--- config.mk ---
export PLATFORM = sky130hd
export DESIGN_NAME = bd_upstream_arbiter
export DESIGN_NICKNAME = d
export VERILOG_FILES = /design/src/rtl/bd_upstream_arbiter.sv
export SDC_FILE = /design/constraint.sdc
export NUM_CORES = 1
export LEC_CHECK = 0
export ABC_AREA = 1
export ABC_CLOCK_PERIOD_IN_PS = 3300
export CORE_MARGIN = 3
export CORE_UTILIZATION = 47
export DETAILED_ROUTE_END_ITERATION = 16
export PLACE_DENSITY_LB_ADDON = 0.12
export SYNTH_ARGS = -nofsm -noshare
export SYNTH_HDL_FRONTEND = slang
export SYNTH_SLANG_ARGS = --single-unit
--- constraint.sdc ---
create_clock -name clk -period 3.3 [get_ports clk]
set_clock_uncertainty 0.05 [all_clocks]
set_input_delay 0.495 -clock clk [delete_from_list [all_inputs] [get_ports clk]]
set_output_delay 0.495 -clock clk [all_outputs]
set_load 0.03 [all_outputs]
--- src/rtl/bd_upstream_arbiter.sv ---
// Upstream arbiter: merges decoded BD words and FPGA-generated words into a single
// registered output slot. BD has priority, bounded by a burst limit while the FPGA
// source waits; overflow leaves bypass the limit and INVALID leaves are dropped
// and counted.
module bd_upstream_arbiter #(
    parameter int unsigned NPayload = 32,
    parameter int unsigned NCode    = 4,
    parameter int unsigned MaxBurst = 8
) (
    input  logic                       clk,
    input  logic                       reset,

    input  logic                       dec_in_v,
    input  logic [NCode-1:0]           dec_in_leaf_code,
    input  logic [NPayload-1:0]        dec_in_payload,
    output logic                       dec_in_a,

    input  logic                       fpga_in_v,
    input  logic [NCode-1:0]           fpga_in_code,
    input  logic [NPayload-1:0]        fpga_in_payload,
    output logic                       fpga_in_a,

    output logic                       out_v,
    output logic [NCode+NPayload:0]    out_d,
    input  logic                       out_a,

    output logic [15:0]                drop_count
);

    localparam int unsigned OutW   = 1 + NCode + NPayload;
    localparam int unsigned BurstW = (MaxBurst < 1) ? 1 : $clog2(MaxBurst + 1);

    localparam logic [BurstW-1:0] BurstMax    = BurstW'(MaxBurst);
    localparam logic [NCode-1:0]  CodeInvalid = NCode'(13);
    localparam logic [NCode-1:0]  CodeOvflw0  = NCode'(9);
    localparam logic [NCode-1:0]  CodeOvflw1  = NCode'(10);
    localparam logic [15:0]       DropMax     = 16'hFFFF;

    // State
    logic                r_out_v;
    logic [OutW-1:0]     r_out_d;
    logic [BurstW-1:0]   r_burst_cnt;
    logic [15:0]         r_drop_count;

    // Next state
    logic                w_out_v_nxt;
    logic [OutW-1:0]     w_out_d_nxt;
    logic [BurstW-1:0]   w_burst_cnt_nxt;
    logic [15:0]         w_drop_count_nxt;

    // Arbitration terms
    logic                w_slot_free;
    logic                w_bd_drop;
    logic                w_bd_word;
    logic                w_bd_urgent;
    logic                w_fpga_turn;
    logic                w_grant_bd;
    logic                w_grant_fpga;

    // Decode the incoming BD word and pick at most one winner for the output slot.
    always_comb begin
        w_slot_free  = 1'b0;
        w_bd_drop    = 1'b0;
        w_bd_word    = 1'b0;
        w_bd_urgent  = 1'b0;
        w_fpga_turn  = 1'b0;
        w_grant_bd   = 1'b0;
        w_grant_fpga = 1'b0;

        w_slot_free = ~r_out_v | out_a;
        w_bd_drop   = dec_in_v & (dec_in_leaf_code == CodeInvalid);
        w_bd_word   = dec_in_v & (dec_in_leaf_code != CodeInvalid);
        w_bd_urgent = w_bd_word &
                      ((dec_in_leaf_code == CodeOvflw0) | (dec_in_leaf_code == CodeOvflw1));
        // FPGA has waited out a full BD burst and now gets one slot.
        w_fpga_turn = fpga_in_v & (r_burst_cnt == BurstMax);

        // Nothing is accepted in a reset cycle, not even drops.
        if (!reset && w_slot_free) begin
            if (w_bd_word && (w_bd_urgent || !w_fpga_turn)) begin
                w_grant_bd = 1'b1;
            end else if (fpga_in_v) begin
                w_grant_fpga = 1'b1;
            end
        end
        if (reset) begin
            w_bd_drop = 1'b0;
        end
    end

    // Acks are combinational; a drop acks the BD word regardless of the slot.
    always_comb begin
        dec_in_a  = w_grant_bd | w_bd_drop;
        fpga_in_a = w_grant_fpga;
    end

    // Output slot, burst counter and drop counter next-state.
    always_comb begin
        w_out_v_nxt      = r_out_v;
        w_out_d_nxt      = r_out_d;
        w_burst_cnt_nxt  = r_burst_cnt;
        w_drop_count_nxt = r_drop_count;

        if (w_grant_bd) begin
            w_out_v_nxt = 1'b1;
            w_out_d_nxt = {1'b1, dec_in_leaf_code, dec_in_payload};
        end else if (w_grant_fpga) begin
            w_out_v_nxt = 1'b1;
            w_out_d_nxt = {1'b0, fpga_in_code, fpga_in_payload};
        end else if (w_slot_free) begin
            // Word consumed (or slot already empty) and nothing to replace it.
            w_out_v_nxt = 1'b0;
        end

        // Burst only counts BD wins that actually made the FPGA source wait.
        if (!fpga_in_v || w_grant_fpga) begin
            w_burst_cnt_nxt = '0;
        end else if (w_grant_bd && (r_burst_cnt != BurstMax)) begin
            w_burst_cnt_nxt = r_burst_cnt + 1'b1;
        end

        if (w_bd_drop && (r_drop_count != DropMax)) begin
            w_drop_count_nxt = r_drop_count + 16'd1;
        end
    end

    // State registers with synchronous reset; reset discards any held word.
    always_ff @(posedge clk) begin
        if (reset) begin
            r_out_v      <= 1'b0;
            r_out_d      <= '0;
            r_burst_cnt  <= '0;
            r_drop_count <= '0;
        end else begin
            r_out_v      <= w_out_v_nxt;
            r_out_d      <= w_out_d_nxt;
            r_burst_cnt  <= w_burst_cnt_nxt;
            r_drop_count <= w_drop_count_nxt;
        end
    end

    // Registered outputs.
    always_comb begin
        out_v      = r_out_v;
        out_d      = r_out_d;
        drop_count = r_drop_count;
    end

endmodule

* After elaboration in Yosys (flattened, before gate mapping)
Cells that the tools add are included.
Word-level totals: bits in registers 58, input port bits 77, output and inout bits 56, word-level logic and storage cells 44
Cells by class: add/sub/neg operators 2, equal/unequal tests 7, mux-type cells 11, bitwise gates (word level) 8, reductions and logical operators 12
Operators by type and width (number):
- $mux 37 | 2
- $add 16x1->16 const B | 1
- $eq 4x4->1 const B | 4
- $ne 16x16->1 const B | 1
- $mux 1 | 9
- $ne 4x4->1 const B | 2
- $add 4x1->4 const B | 1
- $and 1x1->1 | 4
- $logic_and 1x1->1 | 4
- $logic_not 1->1 | 3
- $or 1x1->1 | 3
- $reduce_bool 3->1 | 1
- $logic_or 1x1->1 | 2
- $reduce_bool 2->1 | 1
- $reduce_or 2->1 | 1
- $not 1->1 | 1

* Depth between registers and ports, before layout
depth in word-level cells 9, depth in mapped cells 12, mapped depth without buffers 10

* Worst setup path before layout
No wires, ideal clock.
path kind in2out, start in reset, end out fpga_in_a, arrival 1.295 ns, required time 2.755 ns, setup slack 1.460 ns, stages on the path 7, path buffers 2, cell sequence buf_2 > clkinv_2 > nand2_1 > nor2_1 > buf_4 > nand2_1 > inv_1
Between the ends: longest elaborated chain between the ends 3
RTL lines:
- start: declaration | line 11 | input logic reset,
- $logic_not 1->1 | line 79 | if (!reset && w_slot_free) begin
- $logic_and 1x1->1 | line 79
- $mux 1 | line 79
- end: declaration | line 21 | output logic fpga_in_a,
No other way between the ends.

* Final worst setup path
start in dec_in_leaf_code[1], end out fpga_in_a
Between the ends: longest elaborated chain between the ends 7, elaborated cells on any way between the ends 10, classes of those cells eq/ne: 3; mux: 2; bitwise: 3; reduce/logical: 2
RTL lines:
- start: declaration | line 14 | input logic [NCode-1:0] dec_in_leaf_code,
- $ne 4x4->1 or $eq 4x4->1 (tied branches) | line 72, 74
- $and 1x1->1 or $or 1x1->1 (tied branches) | line 72, 74
- $and 1x1->1 | line 73 | w_bd_urgent = w_bd_word &
- $logic_or 1x1->1 | line 80 | if (w_bd_word && (w_bd_urgent || !w_fpga_turn)) begin
- $logic_and 1x1->1 (*) | line 80
- $mux 1 (*) | line 80
- $mux 1 (*) | line 79
Every way passes the cells marked *; elsewhere a longest branch is shown, timed or not.

==> results.md <==
- Status: finished clean
- Post-place instance area: 0.00463 mm2
- IO Pins: 133
- Vias in the first global route: 3342
- Finished Core Util: 70.4%
- Clock buffer depth: 2
- Final hold slack: 0.447 ns
- Leading cell type in the layout, fill and taps excluded: clkdlybuf4s50_1
- Root Driver: clkbuf_8
- Clock Latency Late Sink: 0.33 ns
- Post-synthesis instance total: 517
- Top Usage Layer GRT: met2
- RSZ-0062 raised after global routing: false
- Initial Utilization: 48.8%
- Post-Layout Cell Count: 735
- Initial drt markers: 144
- Final setup violation count: 0
- Arrival time worst endpoint: 2.00 ns
- Vias per inst: 4.95
- Met1 Use GR: 28.3%
- Post-synthesis sequential area ratio: 34.8%
- Relative slew slack: 54.1%
- Die Height: 90.2 um
- Num Clock Sinks: 58
- Vias: 3639
- Final min period: 2.55 ns
- IO buf count: 132
- Max-slew violation count: 0
- Reg area: 0.00116 mm2
- Area taken by multi-input logic gates: 0.00177 mm2
- Post-CTS Setup Bufs: 0
- Met3 GRT Util: 6.11%
- H-tree depth: 3
- Final wirelength: 9380 um
- Avg Cell Area, Syn: 6.44 um2
- Slew @ Worst Pin: 0.686 ns
- Synthesized cell area: 0.00333 mm2
- Antenna Violating Nets Remaining: 0
- Highest Clock Rate: 0.393 GHz
- Area share of the largest cell type after synthesis: 34.8%
- Final GP Congestion: 0.849
- # rows: 30
- Worst setup SP type: input pin
- Area Overhead vs Synth: 44.4%
- Crit end category: primary output
- Maximum vdd drop: 234 uV
- Post-route cell area: 0.00481 mm2
- Die area: 0.00814 mm2
- Ant. Diodes: 0
- # placed instances: 720
- TritonCTS buffer count: 9
- Hold Path Class: register to register
- Die X: 90.2 um
- Post_cts resized: 0
- Total congestion overflow: 0
- YS warnings: 0
- Post-DP HPWL: 6680 um
- Final Hold Fails: 0
- DR DRC count: 0
- Largest area contributor in the netlist: dfxtp_1
- PwrDens: 364 mW/mm2
- Share of cells above drive strength 1: 7.82%
- Crit Path Max Fanout: 7
- Netlist cell types: 27
- DR WL/cell: 12.8 um
- Crit Path Class: input pin to primary output
- GR Layer Usage met2: 37.6%
- Initial antenna violation count: 0
- Most frequent cells in the layout: clkdlybuf4s50_1, nor2_1, nand2_1
- Tcrit/Tclk final: 77.1%
- Hold_buf cts: 0
- DR pass1 iterations: 5
- CTS tree: done
- Synthesis-stage register bit count: 58
- Post-Syn Nets: 597
- FILL cells: 598
- GR Util All Layers: 22.8%
- Ranking of synthesized cells by area: dfxtp_1, nor2_1, nand2_1
- Layout Nets: 715
- Clk slew on worst S/H paths: 0.06 ns
- Max-Cap Viols: 0
- Largest net degree at the start of global routing: 51
- Setup_tns: 0 ns
- Core area: 0.00683 mm2
- First-pass GRT wire length: 15500 um
- P_leak: 1.96 nW
- Worst EP required: 2.75 ns
-- cells in the mapped netlist (all sizes together) --
cell    count
nor2      130
nand2     113
dfxtp      58
inv        56
nand3      50
nand4      39
buf        26
a21oi      18
xnor2       8
clkbuf      5
xor2        4
ha          3
clkinv      2
o21ai       2
a31oi       1
and2        1
nor3        1
-- routing by layer --
layer | vias to the layer above | routed length (um)
met3 | 10 | 731
met5 | - | 0
met4 | 0 | 110
li1 | 1862 | -
met2 | 138 | 4400
met1 | 1629 | 4140
-- report_power, final --
group | total (W) | leakage, nW | internal [W] | switching [W]
sequential | 0.000745 | 0.473 | 0.000730 | 0.0000146
clock | 0.000626 | 0.0962 | 0.000363 | 0.000264
combinational | 0.000378 | 1.39 | 0.000175 | 0.000203
total | 0.00175 | 1.96 | 0.00127 | 0.000481
-- final timing paths --
path                                from                endpoint  slack, ns  cells past startpoint
max                  dec_in_leaf_code[1]               fpga_in_a       0.75                      9
min               out_d[36]$_SDFFE_PP0P_  out_d[36]$_SDFFE_PP0P_       0.45                      2
max reg2reg  r_burst_cnt[0]$_SDFFE_PP0P_   out_d[3]$_SDFFE_PP0P_       1.14                     10
min reg2reg       out_d[36]$_SDFFE_PP0P_  out_d[36]$_SDFFE_PP0P_       0.45                      2
-- final cells by class --
| type | count | area share (%) |
|---|---|---|
| inverter | 58 | 4.55 |
| clock inverter | 3 | 0.832 |
| multi-input combinational | 370 | 36.8 |
| tap | 96 | 2.50 |
| sequential | 58 | 24.1 |
| clock buffer | 12 | 3.02 |
| timing repair buffer | 138 | 28.2 |
-- registers in the layout, summed over array words and instances (netlist names) --
name,count
r_burst_cnt,4
drop_count,16
out_v,1
out_d,37
-- stage by stage --
| stage | power, W | setup WS, ns |
|---|---|---|
| final | 0.00175 | 0.755 |
| after global routing | 0.00183 | 0.600 |
| after CTS | 0.00177 | 0.770 |
| after detailed placement | 0.00114 | 0.715 |
| after global placement | 0.00113 | 0.798 |
| after floorplan | 0.000962 | 1.46 |
-- cells by family (layout without fill, tap and decap cells) --
group | count (synthesis) | count (layout) | share of synthesized area (%)
AO/OA/AOI/OAI | 21 | 21 | 4.54
XOR/XNOR | 12 | 12 | 3.15
adder cells (fa/ha/maj) | 3 | 3 | 1.13
buffers and inverters | 89 | 211 | 12.1
AND/OR/NAND/NOR | 334 | 334 | 44.2
flip-flops | 58 | 58 | 34.8
-- worst max-delay path: stages --
cell and delay, ns:
clkdlybuf4s50_1 0.51, inv_1 0.06, nand2_1 0.10, nor2_2 0.05
nor2_2 0.23, nand2_1 0.21, nand2_1 0.13, inv_1 0.05
buf_4 0.16
No activity file was read; power rests on OpenSTA's default activity.
